## src/rtl/bus_codec_param.sv

```systemverilog
`default_nettype none
// ============================================================================
// Module   : bus_codec_param
// Purpose  : Low-power bus encoder with a matching decoder. The encoder
//            registers one word per cycle onto an N+P line bus using one of
//            four codings: normal, segmented bus-invert, gray, or T0
//            (increment-hold). The decoder recovers the original word from
//            the registered bus one cycle later. A saturating counter
//            accumulates the number of line toggles on the encoded bus.
// Ports    : ck        in   clock, rising edge
//            rst       in   asynchronous reset, active low
//            A         in   N    word to encode, sampled every cycle
//            mode      in   2    0 normal, 1 bus-invert, 2 gray, 3 T0
//            cnt_clr   in   1    synchronous clear of trans_cnt (wins)
//            B         out  N+P  registered encoded bus (data + extra lines)
//            C         out  N    registered decoded word (A delayed 2 cycles)
//            C_vld     out  1    C holds a decoded word
//            trans_cnt out  CW   saturating cumulative toggle count on B
// Revision : 1.0  initial release
// ============================================================================
module bus_codec_param #(
  parameter int N      = 8,
  parameter int P      = 1,
  parameter int STRIDE = 1,
  parameter int CW     = 32
) (
  input  logic           ck,
  input  logic           rst,
  input  logic [N-1:0]   A,
  input  logic [1:0]     mode,
  input  logic           cnt_clr,
  output logic [N+P-1:0] B,
  output logic [N-1:0]   C,
  output logic           C_vld,
  output logic [CW-1:0]  trans_cnt
);

  localparam int         c_s         = N / P;
  localparam logic [1:0] c_mode_norm = 2'd0;
  localparam logic [1:0] c_mode_binv = 2'd1;
  localparam logic [1:0] c_mode_gray = 2'd2;
  localparam logic [1:0] c_mode_t0   = 2'd3;
  localparam logic [N-1:0] c_stride  = N'(STRIDE);

  // --------------------------------------------------------------------------
  // State
  // --------------------------------------------------------------------------
  logic [N+P-1:0] r_b;      // encoded bus
  logic [1:0]     r_tag;    // mode that produced r_b, travels with it
  logic [N-1:0]   r_aprev;  // previous input word, for T0 detection
  logic           r_t0v;    // previous cycle was a T0 cycle
  logic [N-1:0]   r_c;      // decoded word
  logic           r_v1;     // first edge after reset seen
  logic           r_cvld;   // second edge after reset seen
  logic [CW-1:0]  r_cnt;    // toggle counter

  // --------------------------------------------------------------------------
  // Helpers
  // --------------------------------------------------------------------------
  function automatic logic [31:0] f_popcnt_seg(input logic [c_s-1:0] v);
    logic [31:0] n;
    n = '0;
    for (int i = 0; i < c_s; i++) begin
      n = n + {31'd0, v[i]};
    end
    return n;
  endfunction

  function automatic logic [31:0] f_popcnt_bus(input logic [N+P-1:0] v);
    logic [31:0] n;
    n = '0;
    for (int i = 0; i < N + P; i++) begin
      n = n + {31'd0, v[i]};
    end
    return n;
  endfunction

  // --------------------------------------------------------------------------
  // Encoder
  // --------------------------------------------------------------------------
  logic [P-1:0]   w_inv;
  logic [N-1:0]   w_bi_data;
  logic [N-1:0]   w_t0_exp;
  logic           w_inc;
  logic [P-1:0]   w_ext;
  logic [N-1:0]   w_data;
  logic [N+P-1:0] w_b_next;

  // Bus-invert compares against the data lines currently driven, whatever
  // mode produced them; a tie (hd == S/2) keeps the segment uninverted.
  generate
    for (genvar k = 0; k < P; k++) begin : g_enc_seg
      logic [c_s-1:0] w_aseg;
      logic [c_s-1:0] w_pseg;
      assign w_aseg   = A[k*c_s +: c_s];
      assign w_pseg   = r_b[k*c_s +: c_s];
      assign w_inv[k] = (f_popcnt_seg(w_aseg ^ w_pseg) > 32'(c_s / 2));
      assign w_bi_data[k*c_s +: c_s] = w_aseg ^ {c_s{w_inv[k]}};
    end
  endgenerate

  // T0 only signals an increment when the previous cycle was also T0, so the
  // decoder is guaranteed to hold the matching previous word in r_c.
  assign w_t0_exp = r_aprev + c_stride;
  assign w_inc    = r_t0v && (A == w_t0_exp);

  always_comb begin
    w_ext  = '0;
    w_data = A;
    case (mode)
      c_mode_norm: begin
        w_data = A;
      end
      c_mode_binv: begin
        w_data = w_bi_data;
        w_ext  = w_inv;
      end
      c_mode_gray: begin
        w_data = A ^ (A >> 1);
      end
      c_mode_t0: begin
        w_data   = w_inc ? r_b[N-1:0] : A;
        w_ext[0] = w_inc;
      end
      default: begin
        w_data = A;
      end
    endcase
  end

  assign w_b_next = {w_ext, w_data};

  // --------------------------------------------------------------------------
  // Decoder (operates on r_b / r_tag)
  // --------------------------------------------------------------------------
  logic [N-1:0] w_bi_dec;
  logic [N-1:0] w_gray_dec;
  logic [N-1:0] w_c_next;

  generate
    for (genvar k = 0; k < P; k++) begin : g_dec_seg
      assign w_bi_dec[k*c_s +: c_s] = r_b[k*c_s +: c_s] ^ {c_s{r_b[N+k]}};
    end
  endgenerate

  // Binary bit i is the XOR of gray bits i..N-1; shifting right brings
  // exactly those bits into the reduction without a ripple chain.
  always_comb begin
    w_gray_dec = '0;
    for (int i = 0; i < N; i++) begin
      w_gray_dec[i] = ^(r_b[N-1:0] >> i);
    end
  end

  always_comb begin
    w_c_next = r_b[N-1:0];
    case (r_tag)
      c_mode_binv: w_c_next = w_bi_dec;
      c_mode_gray: w_c_next = w_gray_dec;
      c_mode_t0:   w_c_next = r_b[N] ? (r_c + c_stride) : r_b[N-1:0];
      default:     w_c_next = r_b[N-1:0];
    endcase
  end

  // --------------------------------------------------------------------------
  // Toggle counter
  // --------------------------------------------------------------------------
  logic [31:0]   w_tog;
  logic [CW:0]   w_sum;
  logic [CW-1:0] w_cnt_next;

  assign w_tog      = f_popcnt_bus(w_b_next ^ r_b);
  assign w_sum      = {1'b0, r_cnt} + (CW+1)'(w_tog);
  assign w_cnt_next = w_sum[CW] ? {CW{1'b1}} : w_sum[CW-1:0];

  // --------------------------------------------------------------------------
  // Registers
  // --------------------------------------------------------------------------
  always_ff @(posedge ck or negedge rst) begin
    if (!rst) begin
      r_b     <= '0;
      r_tag   <= c_mode_norm;
      r_aprev <= '0;
      r_t0v   <= 1'b0;
      r_c     <= '0;
      r_v1    <= 1'b0;
      r_cvld  <= 1'b0;
      r_cnt   <= '0;
    end else begin
      r_b     <= w_b_next;
      r_tag   <= mode;
      r_aprev <= A;
      r_t0v   <= (mode == c_mode_t0);
      r_c     <= w_c_next;
      r_v1    <= 1'b1;
      r_cvld  <= r_v1;
      r_cnt   <= cnt_clr ? '0 : w_cnt_next;
    end
  end

  assign B         = r_b;
  assign C         = r_c;
  assign C_vld     = r_cvld;
  assign trans_cnt = r_cnt;

endmodule
`default_nettype wire

```

## config.mk

```make
export PLATFORM = sky130hd
export DESIGN_NAME = bus_codec_param
export DESIGN_NICKNAME = d
export VERILOG_FILES = /design/src/rtl/bus_codec_param.sv
export SDC_FILE = /design/constraint.sdc
export NUM_CORES = 1
export LEC_CHECK = 0
export BUFFER_PORTS_ARGS = -buffer_cell sky130_fd_sc_hd__clkbuf_2
export CAP_MARGIN = 40
export CORE_ASPECT_RATIO = 1.1
export CORE_MARGIN = 3
export CORE_UTILIZATION = 30
export CTS_CLUSTER_DIAMETER = 100
export CTS_CLUSTER_SIZE = 30
export DETAILED_ROUTE_END_ITERATION = 16
export MAX_ROUTING_LAYER = met4
export SYNTH_ARGS = -nofsm -noshare
export SYNTH_HDL_FRONTEND = slang
export SYNTH_SLANG_ARGS = --single-unit
```

## constraint.sdc

```tcl
create_clock -name ck -period 7.92 [get_ports ck]
set_clock_uncertainty 0.15 [all_clocks]
set_input_delay 1.188 -clock ck [delete_from_list [all_inputs] [get_ports ck]]
set_output_delay 1.188 -clock ck [all_outputs]
set_load 0.02 [all_outputs]
```

---- Word-level counts from Yosys, hierarchy flattened ----
Cells that the tools add are included.
storage, ports and cells
  register bits ........................... 62
  output and inout port bits .............. 50
operators by class
  add/sub/neg operators ................... 18
  $lt $le $gt $ge ......................... 1
  reduce and logical (&&, ||, !) cells .... 10
  bitwise gates (word level) .............. 5
  eq/ne operators ......................... 7
  muxes and demuxes ....................... 7
operators by type and width
  kind                   number
  $mux W32               2
  $reduce_xor A8 Y1      8
  $add A32 B9 Y33        1
  $pmux W8 S4            1
  $pmux W8 S3            1
  $xor A8 B8 Y8          3
  $add A7 B1 Y8          2
  $add A8 B1 Y8 const B  2
  $mux W8                2
  $add A6 B1 Y7          2
  $add A5 B1 Y6          2
  $add A4 B1 Y5          2
  $add A8 B1 Y9          1
  $xor A9 B9 Y9          1
  $add A3 B1 Y4          2
  $eq A2 B2 Y1 const B   4
  $eq A8 B8 Y1           1
  $gt A8 B3 Y1 const B   1
  $xor A8 B7 Y8          1
  $add A2 B1 Y3          2
  $add A1 B1 Y2          2
  $eq A2 B1 Y1 const B   2
  $logic_not A2 Y1       1
  $pmux W1 S2            1
  $logic_and A1 B1 Y1    1

---- Longest topological paths before layout ----
  depth after elaboration ................. 23
  mapped depth ............................ 30
  mapped depth without buffers ............ 28

---- Worst setup path before layout ----
Ideal clock, no wire load.
  path type ............................... input-to-reg
  from .................................... input port A[1]
  to ...................................... register r_cnt[10] (netlist: trans_cnt[10])
  setup slack ............................. -0.960 ns
  path buffers ............................ 3
  arrival ................................. 8.594 ns
  library setup time ...................... 0.136 ns
  required time ........................... 7.634 ns
  cell stages on the path ................. 29
  cells stage by stage .................... clkbuf_1 xnor2_1 fa_1 inv_1 fa_1 inv_1 fa_1 inv_1 ha_1 fa_1 nor2_1 o2111ai_1 a31oi_1 o22a_1 a221oi_1 fa_1 fa_1 inv_1 fa_1 inv_1 ha_1 fa_1 a21o_1 a21oi_1 or2_2 or4_1 clkbuf_8 buf_2 a21oi_1
between the ends
  cells in the longest elaborated chain, start to end .. 23
  elaborated cells on any way between the ends .. 28
  classes of those cells .................. add/sub: 16; order compare: 1; eq/ne: 1; mux: 5; bitwise: 4; reduce/logical: 1
ends and longest elaborated chain
  item                  RTL line  source
  start, declared       29        input logic [N-1:0] A,
  $xor A8 B8 Y8         97        assign w_inv[k] = (f_popcnt_seg(w_aseg ^ w_pseg) > 32'(c_s / 2));
  $add A1 B1 Y2         64        n = n + {31'd0, v[i]};
  $add A2 B1 Y3         64
  $add A3 B1 Y4         64
  $add A4 B1 Y5         64
  $add A5 B1 Y6         64
  $add A6 B1 Y7         64
  $add A7 B1 Y8         64
  [... 7 more ...]      -
  $add A4 B1 Y5         73        n = n + {31'd0, v[i]};
  $add A5 B1 Y6         73
  $add A6 B1 Y7         73
  $add A7 B1 Y8         73
  $add A8 B1 Y9 *       73
  $add A32 B9 Y33 *     173       assign w_sum = {1'b0, r_cnt} + (CW+1)'(w_tog);
  $mux W32 *            174       assign w_cnt_next = w_sum[CW] ? {CW{1'b1}} : w_sum[CW-1:0];
  $mux W32 *            197       r_cnt <= cnt_clr ? '0 : w_cnt_next;
  end signal, assigned  197
  end, declared         55        logic [CW-1:0] r_cnt;
Mark *: on every way between the ends. The rest lies on a longest branch, timed or not.

---- Worst setup path in the final report ----
  from .................................... input port A[1]
  to ...................................... register r_cnt[27] (netlist: trans_cnt[27])
Same word-level chain as after synthesis.

==> flow_metrics.env <==
export IMPL_gp_congestion=0.850
export IMPL_drive_gt1_frac=0.297
export IMPL_worst_ep_arrival_time_ns=8.21
export IMPL_nNetsFinal=610
export IMPL_grtUsageTotal=0.161
export IMPL_io_pin_count=63
export IMPL_hold_path_cell_count=0
export IMPL_cts_tree="done"
export IMPL_cp_end_kind="flip-flop"
export IMPL_overflow=0
export IMPL_path_common_cell="fa_1"
export IMPL_worstRegToRegCells=28
export IMPL_synth_simple_area_share=0.169
export IMPL_cts_buffer_depth=2
export IMPL_tightest_slew_ns=0.909
export IMPL_rsz0062_at_grt="true"
export IMPL_syn_instance_count=500
export IMPL_hold_start="r_v1"
export IMPL_synth_top_family_by_area="compound AO/OA/AOI/OAI gates"
export IMPL_grt_pass1_wl_um=20500
export IMPL_port_buffers=62
export IMPL_final_util=0.402
export IMPL_wirelength_um=12500
export IMPL_startpoint_type="input port"
export IMPL_layout_min_cycle_time_ns=8.13
export IMPL_yosys_cell_types_count=67
export IMPL_synthArstFlopShare=1.00
export IMPL_layout_commonest_cell="dfrtp_1"
export IMPL_numCtsBuffers=9
export IMPL_cpPeakStageDelay_ns=0.55
export IMPL_final_cells=767
export IMPL_cts_htree_levels=3
export IMPL_synth_xor_area_frac=0.115
export IMPL_wire_per_inst_um=16.3
export IMPL_seq_area_frac_synth=0.352
export IMPL_dieArea_um2=16200
export IMPL_yosysTopAreaCell="dfrtp_1"
export IMPL_viasPerCell=5.31
export IMPL_crit_type="input port to flip-flop"
export IMPL_fmax_mhz=123
export IMPL_synth_nets=534
export IMPL_drtIter0Drc=358
export IMPL_insertion_delay_ns=0.33
export IMPL_dp_cells=745
export IMPL_path_clk_slew_ns=0.05
export IMPL_ys_warn_count=0
export IMPL_mostFrequentLayoutCells="dfrtp_1 (62), clkbuf_2 (60), nand2_1 (36)"
export IMPL_hold_class="flip-flop to flip-flop"
export IMPL_vias=4073
export IMPL_syn_avg_cell_area_um2=8.82
export IMPL_rows=45
export IMPL_status="complete, but fails checks"
export IMPL_hold_violations=0
export IMPL_synthMuxAreaShare=0.0210
export IMPL_synth_area_leaders="dfrtp_1 (35%), xnor2_1 (6.0%), a21oi_1 (5.2%)"
export IMPL_cp_slowest_cell="fa_1"
export IMPL_root_buffer="clkbuf_16"
export IMPL_dp_hpwl_um=8660
export IMPL_synthAdderAreaFrac=0.0766
export IMPL_drc=0
export IMPL_crit_required_ns=8.00
export IMPL_maxCapViolCount=0
export IMPL_synth_top_cell_area_share=0.352
export IMPL_core_um2=14100
export IMPL_drv_slew=0
export IMPL_worst_slew_margin_rel=0.394
export IMPL_synth_seq_cells=62
export IMPL_synth_edf_count=0
export IMPL_diodes=0
export IMPL_area_delta_synth_final_pct=28.4
export IMPL_antenna_found_initial=0
export IMPL_finalCritPeriodShare=1.03
export IMPL_dieHeight_um=133
export IMPL_critPathLaunch="A[1]"
export IMPL_initial_core_util=0.313
export IMPL_dr_pass1_iters=4
export IMPL_route_antenna_remaining_nets=0
export IMPL_path_max_fanout=6
export IMPL_numClockSinks=62
export IMPL_ys_flop_type="dfrtp_1"
export IMPL_syn_area_um2=4410
export IMPL_violations="negative setup slack"
export IMPL_grt_pass1_vias=4153
export IMPL_die_x_um=122
export IMPL_fin_ws_ns=-0.215
export IMPL_synth_compound_area_frac=0.202
export IMPL_r2r_start="B[1]"
export IMPL_grt_max_degree=63
export IMPL_finalSetupViolCount=32
[worst max-delay path: cells and delay by family]
kind | cells | cell delay (ns)
xor gates and xnor gates | 1 | 0.12
AOI/OAI and AO/OA | 7 | 1.16
adders and majority gates | 10 | 4.09
buffers and inverters | 8 | 0.68
and+or+nand+nor | 3 | 0.96
[layout make-up]
class                      count  area, um^2
multi-input combinational    371        2800
inverter                      30         113
clock inverter                 4        72.6
clock buffer                  10         239
sequential                    62        1550
timing repair buffer         102         648
tap                          188         235
fill                        1431        8420
[state kept, by name, summed over array words and instances, names as in the netlist]
register / count
trans_cnt: 32
B: 9
C: 8
r_aprev: 8
r_tag: 2
C_vld: 1
r_t0v: 1
r_v1: 1
[metrics by stage]
step                      instance area [um^2]  TNS [ns]  setup slack (ns)  hold WS (ns)
after floorplan                           4610     -9.25            -0.348         0.181
after global routing                      5660    -12.23            -0.424         0.209
final                                     5660     -5.07            -0.215         0.195
after CTS                                 5560     -6.26            -0.230         0.198
after detailed placement                  5170    -20.49            -0.694         0.186
after global placement                    5170    -14.77            -0.506         0.183
[cell usage after synthesis, drive strengths merged (6+ instances only)]
| cell | instances |
|---|---|
| dfrtp | 62 |
| a21oi | 46 |
| nand2 | 37 |
| o21ai | 32 |
| inv | 30 |
| xnor2 | 30 |
| clkbuf | 29 |
| xor2 | 25 |
| nor2 | 21 |
| nand3 | 20 |
| nor3 | 17 |
| a31oi | 12 |
| ha | 11 |
| a211oi | 10 |
| fa | 10 |
| and3 | 9 |
| buf | 7 |
| mux2i | 7 |
| nor4 | 7 |
| nand4 | 6 |
| o22ai | 6 |
[final timing paths]
check                                end  slack, ns
hold reg to reg                    C_vld       0.20
setup / recovery           trans_cnt[27]      -0.21
setup reg to reg           trans_cnt[27]       0.25
max in group asynchronous  trans_cnt[22]       6.17
min in group asynchronous     r_aprev[7]       0.90
hold / removal                     C_vld       0.20
[routing by layer]
| metal | vias to the layer above | global-route usage | wire, um |
|---|---|---|---|
| met5 | - | - | 0 |
| met4 | 0 | 0.0704 | 312 |
| met3 | 24 | 0.0340 | 694 |
| met2 | 124 | 0.254 | 5930 |
| met1 | 2000 | 0.200 | 5530 |
| li1 | 1925 | - | - |
[repair_timing]
action	4_1_cts	5_1_grt
gates resized for setup	10	22
cloned	1	0
setup buffers	4	3
setup endpoints to repair	32	32
pin swaps	8	7
hold buffers	0	0
[cell families (layout without fill, tap and decap cells)]
kind of cell | after synthesis | after routing
AOI/OAI and AO/OA | 143 | 143
xor gates and xnor gates | 56 | 56
other | 1 | 1
muxes | 9 | 9
and+or+nand+nor | 141 | 141
buffers and inverters | 67 | 146
adders and majority gates | 21 | 21
DFF | 62 | 62
Power is not shown: default switching activity piles up to over one toggle a cycle in this logic, so the estimate is an artifact.
